File: src/rtl/dcache_tag_port_arbiter_pkg.sv
// Shared types for the dcache tag write-port arbiter.
//  - dcache_tag_arb_state_t : arbiter FSM states (sweep / idle)
//  - derived_cache_config_t : line / sub-line index widths derived from the cache geometry
//  - line_addr()            : places a line index into a byte address, all other bits zero
package dcache_tag_port_arbiter_pkg;

  localparam int unsigned ADDR_W = 32;

  typedef enum logic {
    TAG_ARB_SWEEP = 1'b0,
    TAG_ARB_IDLE  = 1'b1
  } dcache_tag_arb_state_t;

  typedef struct packed {
    int line_addr_w;
    int sub_line_addr_w;
  } derived_cache_config_t;

  // Line field sits above the word-in-line index and the byte-in-word bits.
  function automatic logic [ADDR_W-1:0] line_addr(input derived_cache_config_t cfg,
                                                  input logic [ADDR_W-1:0] line);
    logic [ADDR_W-1:0] mask;
    mask = (ADDR_W'(1) << cfg.line_addr_w) - ADDR_W'(1);
    return (line & mask) << (cfg.sub_line_addr_w + 2);
  endfunction

endpackage

File: src/rtl/dcache_tag_port_arbiter_if.sv
// Bundle of the arbiter's request inputs and tag-bank / status outputs.
//  master : miss handler, invalidation source, flush source (drives requests)
//  slave  : the arbiter (drives acks, status and tag port A)
interface dcache_tag_port_arbiter_if #(
  parameter int WAYS = 2
);
  logic            fill_req;
  logic [31:0]     fill_addr;
  logic [WAYS-1:0] fill_way;
  logic            fill_ack;
  logic            inv_valid;
  logic [31:0]     inv_addr_in;
  logic            inv_ready;
  logic            flush_req;
  logic            flush_busy;
  logic            flush_done;
  logic            lookup_block;
  logic            tag_miss_req;
  logic [31:0]     tag_miss_addr;
  logic [WAYS-1:0] tag_miss_way;
  logic            tag_extern_inv;
  logic [31:0]     tag_inv_addr;

  modport master (
    output fill_req, fill_addr, fill_way, inv_valid, inv_addr_in, flush_req,
    input  fill_ack, inv_ready, flush_busy, flush_done, lookup_block,
           tag_miss_req, tag_miss_addr, tag_miss_way, tag_extern_inv, tag_inv_addr
  );

  modport slave (
    input  fill_req, fill_addr, fill_way, inv_valid, inv_addr_in, flush_req,
    output fill_ack, inv_ready, flush_busy, flush_done, lookup_block,
           tag_miss_req, tag_miss_addr, tag_miss_way, tag_extern_inv, tag_inv_addr
  );
endinterface

File: src/rtl/dcache_tag_port_arbiter_fifo.sv
// Small FIFO holding pending line invalidations.
//  clk, rst  : clock, synchronous active-low reset (empties the FIFO)
//  clear_i   : synchronous flush of all entries (wins over push/pop)
//  push_i    : write data_i (accepted when not full, or when popping the same cycle)
//  pop_i     : drop the head (ignored when empty)
//  data_o    : current head, valid when !empty_o
//  empty_o / full_o : occupancy flags
module dcache_tag_port_arbiter_fifo #(
  parameter int DATA_WIDTH = 32,
  parameter int DEPTH      = 4
) (
  input  logic                  clk,
  input  logic                  rst,
  input  logic                  clear_i,
  input  logic                  push_i,
  input  logic                  pop_i,
  input  logic [DATA_WIDTH-1:0] data_i,
  output logic [DATA_WIDTH-1:0] data_o,
  output logic                  empty_o,
  output logic                  full_o
);
  localparam int AW = $clog2(DEPTH);

  logic [DATA_WIDTH-1:0] mem_q [DEPTH];
  // Pointers carry one extra wrap bit to tell full from empty.
  logic [AW:0] wr_q, wr_d, rd_q, rd_d;
  logic        do_push, do_pop;

  assign empty_o = (wr_q == rd_q);
  assign full_o  = (wr_q[AW] != rd_q[AW]) && (wr_q[AW-1:0] == rd_q[AW-1:0]);
  assign do_pop  = pop_i & ~empty_o;
  assign do_push = push_i & (~full_o | do_pop);
  assign data_o  = mem_q[rd_q[AW-1:0]];

  always_comb begin
    wr_d = wr_q;
    rd_d = rd_q;
    if (do_push) wr_d = wr_q + (AW+1)'(1);
    if (do_pop)  rd_d = rd_q + (AW+1)'(1);
    if (clear_i) begin
      wr_d = '0;
      rd_d = '0;
    end
  end

  always_ff @(posedge clk) begin
    if (!rst) begin
      wr_q <= '0;
      rd_q <= '0;
    end else begin
      wr_q <= wr_d;
      rd_q <= rd_d;
    end
  end

  always_ff @(posedge clk) begin
    if (do_push) mem_q[wr_q[AW-1:0]] <= data_i;
  end

endmodule

File: src/rtl/dcache_tag_port_arbiter.sv
// Owner of dcache tag-bank write port A. Arbitrates between miss-fill tag
// writes, queued coherence invalidations and a whole-cache invalidation sweep
// (after reset and on flush_req), and blocks tag lookups while sweeping.
//  clk, rst : clock, synchronous active-low reset
//  bus      : slave side of dcache_tag_port_arbiter_if
//             fill_req/addr/way -> fill_ack (same-cycle grant)
//             inv_valid/inv_addr_in <-> inv_ready
//             flush_req -> flush_busy, flush_done pulse; lookup_block
//             tag_miss_req/addr/way, tag_extern_inv/tag_inv_addr to the tag banks
module dcache_tag_port_arbiter
  import dcache_tag_port_arbiter_pkg::*;
#(
  parameter int WAYS            = 2,
  parameter int LINES           = 512,
  parameter int LINE_ADDR_W     = 9,
  parameter int SUB_LINE_ADDR_W = 2,
  parameter int INV_DEPTH       = 4
) (
  input  logic clk,
  input  logic rst,
  dcache_tag_port_arbiter_if.slave bus
);
  localparam derived_cache_config_t CFG = '{line_addr_w: LINE_ADDR_W,
                                            sub_line_addr_w: SUB_LINE_ADDR_W};
  localparam logic [LINE_ADDR_W-1:0] LAST_LINE = LINE_ADDR_W'(LINES - 1);

  dcache_tag_arb_state_t    state_q, state_d;
  logic [LINE_ADDR_W-1:0]   sweep_ctr_q, sweep_ctr_d;
  logic                     flush_busy_q, flush_busy_d;
  logic                     flush_done_q, flush_done_d;

  logic                     q_push, q_pop, q_clear, q_empty, q_full;
  logic [ADDR_W-1:0]        q_head;
  logic [ADDR_W-1:0]        sweep_addr;

  logic                     fill_ack, miss_req, ext_inv, inv_ready, lookup_block;
  logic [ADDR_W-1:0]        inv_addr;
  logic [WAYS-1:0]          fill_way;

  dcache_tag_port_arbiter_fifo #(
    .DATA_WIDTH (ADDR_W),
    .DEPTH      (INV_DEPTH)
  ) u_inv_q (
    .clk     (clk),
    .rst     (rst),
    .clear_i (q_clear),
    .push_i  (q_push),
    .pop_i   (q_pop),
    .data_i  (bus.inv_addr_in),
    .data_o  (q_head),
    .empty_o (q_empty),
    .full_o  (q_full)
  );

  assign sweep_addr = line_addr(CFG, ADDR_W'(sweep_ctr_q));

  always_comb begin
    state_d      = state_q;
    sweep_ctr_d  = sweep_ctr_q;
    flush_busy_d = flush_busy_q;
    flush_done_d = 1'b0;
    fill_ack     = 1'b0;
    miss_req     = 1'b0;
    ext_inv      = 1'b0;
    inv_ready    = 1'b0;
    lookup_block = 1'b1;
    inv_addr     = q_head;
    q_push       = 1'b0;
    q_pop        = 1'b0;
    q_clear      = 1'b0;
    // While in reset every strobe stays at its safe default.
    if (rst) begin
      case (state_q)
        TAG_ARB_SWEEP: begin
          ext_inv     = 1'b1;
          inv_addr    = sweep_addr;
          // Accept and drop: the sweep already invalidates every line.
          inv_ready   = 1'b1;
          sweep_ctr_d = sweep_ctr_q + LINE_ADDR_W'(1);
          if (sweep_ctr_q == LAST_LINE) begin
            state_d      = TAG_ARB_IDLE;
            flush_busy_d = 1'b0;
            flush_done_d = 1'b1;
          end
        end
        TAG_ARB_IDLE: begin
          lookup_block = 1'b0;
          inv_ready    = ~q_full;
          q_push       = bus.inv_valid & ~q_full;
          // A full queue beats fills so invalidations cannot starve.
          if (q_full) begin
            q_pop   = 1'b1;
            ext_inv = 1'b1;
          end else if (bus.fill_req) begin
            fill_ack = 1'b1;
            miss_req = 1'b1;
          end else if (!q_empty) begin
            q_pop   = 1'b1;
            ext_inv = 1'b1;
          end
          if (bus.flush_req) begin
            state_d      = TAG_ARB_SWEEP;
            flush_busy_d = 1'b1;
            q_clear      = 1'b1;
          end
        end
        default: state_d = TAG_ARB_SWEEP;
      endcase
    end
  end

  always_ff @(posedge clk) begin
    if (!rst) begin
      state_q      <= TAG_ARB_SWEEP;
      sweep_ctr_q  <= '0;
      flush_busy_q <= 1'b1;
      flush_done_q <= 1'b0;
    end else begin
      state_q      <= state_d;
      sweep_ctr_q  <= sweep_ctr_d;
      flush_busy_q <= flush_busy_d;
      flush_done_q <= flush_done_d;
    end
  end

  assign fill_way            = bus.fill_way;
  assign bus.fill_ack        = fill_ack;
  assign bus.inv_ready       = inv_ready;
  assign bus.flush_busy      = flush_busy_q;
  assign bus.flush_done      = flush_done_q;
  assign bus.lookup_block    = lookup_block;
  assign bus.tag_miss_req    = miss_req;
  assign bus.tag_miss_addr   = bus.fill_addr;
  assign bus.tag_miss_way    = fill_way;
  assign bus.tag_extern_inv  = ext_inv;
  assign bus.tag_inv_addr    = inv_addr;

endmodule
File: src/flat_wrapper.sv
// flat-port wrapper written by rule: the top's interface ports become plain ports
module dcache_tag_port_arbiter_flat import dcache_tag_port_arbiter_pkg::*;
#(
  parameter int WAYS            = 2,
  parameter int LINES           = 512,
  parameter int LINE_ADDR_W     = 9,
  parameter int SUB_LINE_ADDR_W = 2,
  parameter int INV_DEPTH       = 4
)
  (clk, rst, bus_fill_req, bus_fill_addr, bus_fill_way, bus_inv_valid, bus_inv_addr_in, bus_flush_req, bus_fill_ack, bus_inv_ready, bus_flush_busy, bus_flush_done, bus_lookup_block, bus_tag_miss_req, bus_tag_miss_addr, bus_tag_miss_way, bus_tag_extern_inv, bus_tag_inv_addr);
  dcache_tag_port_arbiter_if #(.WAYS(WAYS)) bus_i ();
  input  logic clk;
  input  logic rst;
  input wire logic [$bits(bus_i.fill_req)-1:0] bus_fill_req;
  input wire logic [$bits(bus_i.fill_addr)-1:0] bus_fill_addr;
  input wire logic [$bits(bus_i.fill_way)-1:0] bus_fill_way;
  input wire logic [$bits(bus_i.inv_valid)-1:0] bus_inv_valid;
  input wire logic [$bits(bus_i.inv_addr_in)-1:0] bus_inv_addr_in;
  input wire logic [$bits(bus_i.flush_req)-1:0] bus_flush_req;
  output wire logic [$bits(bus_i.fill_ack)-1:0] bus_fill_ack;
  output wire logic [$bits(bus_i.inv_ready)-1:0] bus_inv_ready;
  output wire logic [$bits(bus_i.flush_busy)-1:0] bus_flush_busy;
  output wire logic [$bits(bus_i.flush_done)-1:0] bus_flush_done;
  output wire logic [$bits(bus_i.lookup_block)-1:0] bus_lookup_block;
  output wire logic [$bits(bus_i.tag_miss_req)-1:0] bus_tag_miss_req;
  output wire logic [$bits(bus_i.tag_miss_addr)-1:0] bus_tag_miss_addr;
  output wire logic [$bits(bus_i.tag_miss_way)-1:0] bus_tag_miss_way;
  output wire logic [$bits(bus_i.tag_extern_inv)-1:0] bus_tag_extern_inv;
  output wire logic [$bits(bus_i.tag_inv_addr)-1:0] bus_tag_inv_addr;
  assign bus_i.fill_req = bus_fill_req;
  assign bus_i.fill_addr = bus_fill_addr;
  assign bus_i.fill_way = bus_fill_way;
  assign bus_i.inv_valid = bus_inv_valid;
  assign bus_i.inv_addr_in = bus_inv_addr_in;
  assign bus_i.flush_req = bus_flush_req;
  assign bus_fill_ack = bus_i.fill_ack;
  assign bus_inv_ready = bus_i.inv_ready;
  assign bus_flush_busy = bus_i.flush_busy;
  assign bus_flush_done = bus_i.flush_done;
  assign bus_lookup_block = bus_i.lookup_block;
  assign bus_tag_miss_req = bus_i.tag_miss_req;
  assign bus_tag_miss_addr = bus_i.tag_miss_addr;
  assign bus_tag_miss_way = bus_i.tag_miss_way;
  assign bus_tag_extern_inv = bus_i.tag_extern_inv;
  assign bus_tag_inv_addr = bus_i.tag_inv_addr;
  dcache_tag_port_arbiter #(.WAYS(WAYS), .LINES(LINES), .LINE_ADDR_W(LINE_ADDR_W), .SUB_LINE_ADDR_W(SUB_LINE_ADDR_W), .INV_DEPTH(INV_DEPTH)) u_core (.clk(clk), .rst(rst), .bus(bus_i));
endmodule
File: config.mk
export PLATFORM = sky130hd
export DESIGN_NAME = dcache_tag_port_arbiter_flat
export DESIGN_NICKNAME = d
export VERILOG_FILES = /design/src/rtl/dcache_tag_port_arbiter_pkg.sv /design/src/rtl/dcache_tag_port_arbiter_if.sv /design/src/rtl/dcache_tag_port_arbiter_fifo.sv /design/src/rtl/dcache_tag_port_arbiter.sv /design/src/flat_wrapper.sv
export SDC_FILE = /design/constraint.sdc
export NUM_CORES = 1
export LEC_CHECK = 0
export BUFFER_PORTS_ARGS = -buffer_cell sky130_fd_sc_hd__buf_4
export CAP_MARGIN = 25
export CORE_UTILIZATION = 47
export DETAILED_ROUTE_END_ITERATION = 8
export PLACE_DENSITY = 0.74
export SETUP_SLACK_MARGIN = 0.4
export SKIP_LAST_GASP = 1
export SLEW_MARGIN = 40
export SYNTH_ARGS = -nofsm -noshare
export SYNTH_HDL_FRONTEND = slang
export SYNTH_SLANG_ARGS = --single-unit
File: constraint.sdc
create_clock -name clk -period 2.49 [get_ports clk]
set_input_delay 0.1245 -clock clk [delete_from_list [all_inputs] [get_ports clk]]
set_output_delay 0.1245 -clock clk [all_outputs]
set_load 0.05 [all_outputs]
Yosys cells after proc, flatten, opt, wreduce, memory -nomap -nowiden
Memory sizes are Yosys's and may differ from the RTL's. A register that Yosys moved wholly into a read port is not among the register bits.
Cells that the tools add are included.
{"block": "word_totals", "register_bits": 18, "mem_bits_rw": 128, "inputBits": 71, "out_inout_bits": 73, "wordCells": 60, "memories": 1}
{"memory": "u_core.u_inv_q.mem_q", "depth": 4, "width": 32, "read_ports": 1, "rd_ports_with_merged_regs": 1, "wr": 1, "line": "dcache_tag_port_arbiter_fifo.sv:24", "rtl": "logic [DATA_WIDTH-1:0] mem_q [DEPTH];"}
{"block": "classes", "add_sub_neg": 3, "n_eq_ne": 6, "mux": 32, "n_bitwise": 8, "n_reduce_logical": 4}
{"operator": "32-bit two-way mux", "count": 2}
{"operator": "1-bit two-way mux", "count": 24}
{"operator": "9-bit by 1-bit adder with 9-bit output (second input constant)", "count": 1}
{"operator": "9-bit equality test (second input constant)", "count": 1}
{"operator": "1-bit one-hot mux with 2 select lines", "count": 4}
{"operator": "3-bit by 1-bit adder with 3-bit output (second input constant)", "count": 2}
{"operator": "2-bit two-way mux", "count": 2}
{"operator": "1-bit NOT", "count": 4}
{"operator": "2-bit OR reduction", "count": 2}
{"operator": "1-bit bitwise AND", "count": 3}
{"operator": "3-bit equality test", "count": 1}
{"operator": "2-bit equality test", "count": 1}
{"operator": "2-bit by 1-bit inequality test with 1-bit output (second input constant)", "count": 1}
{"operator": "2-bit inequality test (second input constant)", "count": 1}
{"operator": "2-bit AND reduction", "count": 1}
{"operator": "1-bit logical AND", "count": 1}
{"operator": "1-bit inequality test", "count": 1}
{"operator": "1-bit OR", "count": 1}

Logic depth before layout (Yosys ltp)
{"block": "depth", "ltp_word": 11, "depth_mapped": 6}

By module
A second synthesis with hierarchy kept.
{"block": "hier_totals", "cells_unflattened": 358, "hier_area_um2": 6248.5}
{"mod": "dcache_tag_port_arbiter_fifo", "n_inst": 1, "cells_per_inst": 223, "area_per_inst_um2": 5146.2}
{"mod": "dcache_tag_port_arbiter", "n_inst": 1, "cells_per_inst": 135, "area_per_inst_um2": 1102.3}

Worst setup path after synthesis
No wires, ideal clock.
{"block": "synth_timing", "kind": "flip-flop to flip-flop", "start": "register u_core.state_q", "end": "memory u_core.u_inv_q.mem_q[3][0] (enable)", "arrival_time_ps": 2169, "required_time_ps": 2065, "setup_slack_ps": -105, "path_stages_with_launch": 4, "path_buffers": 1, "period_less_slack_ps": 2595, "cell_sequence": "dfxtp_1 buf_4 nand3_1 a311oi_2"}
{"block": "synth_between", "elab_chain_len": 7, "word_cells_on_any_way": 9, "cone_classes": "mux: 6; bitwise: 3"}
{"element": "start, declared", "line": "dcache_tag_port_arbiter.sv:27", "rtl": "dcache_tag_arb_state_t state_q, state_d;"}
{"element": "start signal, assigned", "line": "dcache_tag_port_arbiter.sv:119", "rtl": "state_q <= state_d;"}
{"element": "1-bit two-way mux", "line": "dcache_tag_port_arbiter.sv:73", "rtl": "case (state_q)"}
{"element": "1-bit two-way mux", "line": "dcache_tag_port_arbiter.sv:72", "rtl": "if (rst) begin"}
{"element": "1-bit bitwise AND", "line": "dcache_tag_port_arbiter_fifo.sv:31", "rtl": "assign do_pop = pop_i & ~empty_o;"}
{"element": "1-bit OR", "line": "dcache_tag_port_arbiter_fifo.sv:32", "rtl": "assign do_push = push_i & (~full_o | do_pop);"}
{"element": "1-bit bitwise AND *", "line": "dcache_tag_port_arbiter_fifo.sv:32"}
{"element": "1-bit two-way mux *", "line": "dcache_tag_port_arbiter_fifo.sv:57", "rtl": "if (do_push) mem_q[wr_q[AW-1:0]] <= data_i;"}
{"element": "1-bit two-way mux (not written as such) *", "line": "dcache_tag_port_arbiter_fifo.sv:57"}
{"element": "end, declared", "line": "dcache_tag_port_arbiter_fifo.sv:24"}
Every way passes the cells marked *; elsewhere a longest branch is shown, timed or not.

==> flow_metrics.tcl <==
set metrics [dict create \
    grt_pass1_wl_um 18000 \
    reg2reg_depth 3 \
    r2r-start "u_core.u_inv_q.rd_q[0]" \
    root_buffer "clkbuf_16" \
    async_flop_share 0 \
    ir_worst_vdd_mv 0.563 \
    layout-drive-gt1-share 0.407 \
    dieArea_sq_um 13500 \
    area_delta_synth_final_pct 29.8 \
    path_max_fanout 5 \
    final.setup_skew_ns 0.00903 \
    netSwitchingFraction 0.205 \
    clkPwrFrac 0.449 \
    setup-tns-final_ns 0 \
    grt_pass1_vias 3393 \
    routed_wl_um 12100 \
    grt_usage 0.188 \
    holdPathEnd "u_core.sweep_ctr_q[4]" \
    internal_power_w 0.00428 \
    cap_viol_max_count 0 \
    drtPass1Iterations 4 \
    core_sq_um 12700 \
    min_period_ns 2.08 \
    grt_max_degree 34 \
    post-route-period-util 0.834 \
    syn_nets 420 \
    min_from "rst" \
    power_density_nw_per_um2 676 \
    fmax_ghz 0.481 \
    yosys-top-cells-area "edfxtp_1 63%, mux4_2 12%, dfxtp_1 6.5%" \
    globalRoute.totalOverflow 0 \
    finalWeightedCongestion 0.761 \
    fin_util 0.629 \
    rows 41 \
    p_seq_frac 0.501 \
    yosysTopAreaCellShare 0.626 \
    p_switching_w 0.00111 \
    fin_nets 522 \
    finalSetupViolCount 0 \
    htreeDepth 4 \
    drcViolationCount 0 \
    start_util 0.485 \
    synth.avg_cell_area_sq_um 18.0 \
    port_buffers 75 \
    synth_edf_count 128 \
    synthFlopType "edfxtp_1" \
    totalPowerFinal_w 0.00539 \
    die_h_um 116 \
    dpl.hpwl_um 7040 \
    wl_per_cell_um 19.3 \
    antenna_found_initial 0 \
    hold_class "input port to flop" \
    r2r-end "u_core.u_inv_q.mem_q[3][23]" \
    ff2ff_setup_slack_ns 0.67 \
    ios 144 \
    yosysWarnings 0 \
    drt_iter0_markers 165 \
    power.leakage_nw 2.78 \
    clock-sinks 148 \
    clk_pin_slew_worst_paths_ns 0.06 \
    yosysTopAreaCell "edfxtp_1" \
    postSynthCellCount 342 \
    dieWidth_um 116 \
    combPwrFrac 0.050 \
    synth_seq_cells 148 \
    ys_seq_area_frac 0.691 \
    cts_buffers 17 \
    place_inst 554 \
    grt_setup_unrepaired "true" \
    status "complete, no violations" \
    syn-cell-area_sq_um 6140 \
    instances_no_fill 629 \
    path_class "flop to primary output" \
    via_per_inst 5.16 \
    postRouteAntennaNets 0 \
    cp.required_ns 2.37 \
    antenna_cells 0 \
    cts_tree "done" \
    crit_path_end_kind "primary output" \
    report.final.slew_viol_count 0 \
    max_slew.worst_pin.slew_ns 0.532 \
    worst_setup_path_start_kind "flop" \
    layout_common_cells "128 x edfxtp_1, 60 x buf_4, 32 x mux4_2, 32 x dlygate4sd3_1, 30 x buf_6" \
    holdPathStages 2 \
    crit_arrival_ns 1.95 \
    slew-limit-headroom 0.645 \
    cts_max_path_buffers 2 \
    hold_viol_final 0 \
    yosysUniqueCellTypes 40 \
    layout_commonest_cell "edfxtp_1" \
    num_vias 3243 \
    insertion_delay_ns 0.41 \
]
per-stage QoR:
stage                     area [sq um]  hold WS (ns)  worst slack, ns
after floorplan                   6160         0.223            0.421
after global placement            6770         0.249            0.618
after detailed placement          6770         0.249            0.609
after CTS                         7730        0.0323            0.382
after global routing              7970        0.0452            0.353
final                             7970        0.0507            0.413
sequential cells by signal, summed over array words and instances, names as in the netlist, named ones only:
register               flops
u_core.u_inv_q.mem_q     128
u_core.sweep_ctr_q         9
u_core.u_inv_q.rd_q        3
u_core.u_inv_q.wr_q        3
u_core.bus.flush_busy      1
u_core.bus.flush_done      1
u_core.state_q             1
synth_stat cells, types with 4 or more instances:
library cell / count
nor2_1: 6
dfxtp_1: 20
ha_1: 7
xnor2_1: 7
nand2_1: 7
and2_1: 9
mux4_2: 32
a21boi_0: 4
mux2_2: 9
inv_1: 4
edfxtp_1: 128
buf_4: 36
nor2b_1: 26
power groups by stage:
stage	sequential (W)	combinational (W)	clock [W]
CTS	0.00270	0.000249	0.00246
floorplan	0.00275	0.000247	0
global placement	0.00275	0.000202	0
detailed placement	0.00275	0.000208	0
global route	0.00270	0.000287	0.00257
finish	0.00270	0.000272	0.00242
worst max path at each step:
stage	endpoint	cells after the start
2_1_floorplan	u_core.u_inv_q.mem_q[3][0]	3
3_3_place_gp	bus_tag_inv_addr[21]	5
3_5_place_dp	bus_tag_inv_addr[30]	5
4_1_cts	bus_tag_inv_addr[21]	5
5_1_grt	bus_tag_inv_addr[5]	4
6_report	bus_tag_inv_addr[5]	4
kinds of logic after synthesis:
family | share of synthesized area
adder cells (fa/ha/maj) | 0.0143
AO/OA/AOI/OAI | 0.0204
multiplexers | 0.139
flip-flops | 0.691
AND/OR/NAND/NOR | 0.0624
buffers and inverters | 0.0562
XOR/XNOR | 0.0167
cell type report:
class	count	area (sq um)
fillers	927	4700
flip-flops and latches	148	4250
multi-input cells	143	1650
repair buffers	130	1270
clock buffers	18	429
well taps	172	215
clock inverters	14	135
inverters	4	15.0
critical path: stages, from the launching register on:
cell and delay, ns:
dfxtp_4 0.40, buf_4 0.15, mux4_2 0.53, mux2_2 0.31, buf_6 0.16
routing by layer:
layer  global-route usage  vias up  wire (um)
li1                     -     1484          -
met3               0.0618       30        635
met2                0.300      101       6070
met5                    0        -          0
met1                0.232     1628       5080
met4               0.0915        0        343
what timing repair did:
item / in CTS / in global routing
setup endpoints to repair: 32 / 29
setup buffers: 7 / 3
gates cloned: 0 / 1
hold endpoints to repair: 128 / 0
gates resized for setup: 3 / 45
hold buffers: 32 / 0
Note: power is estimated with default switching activity, not from simulation.
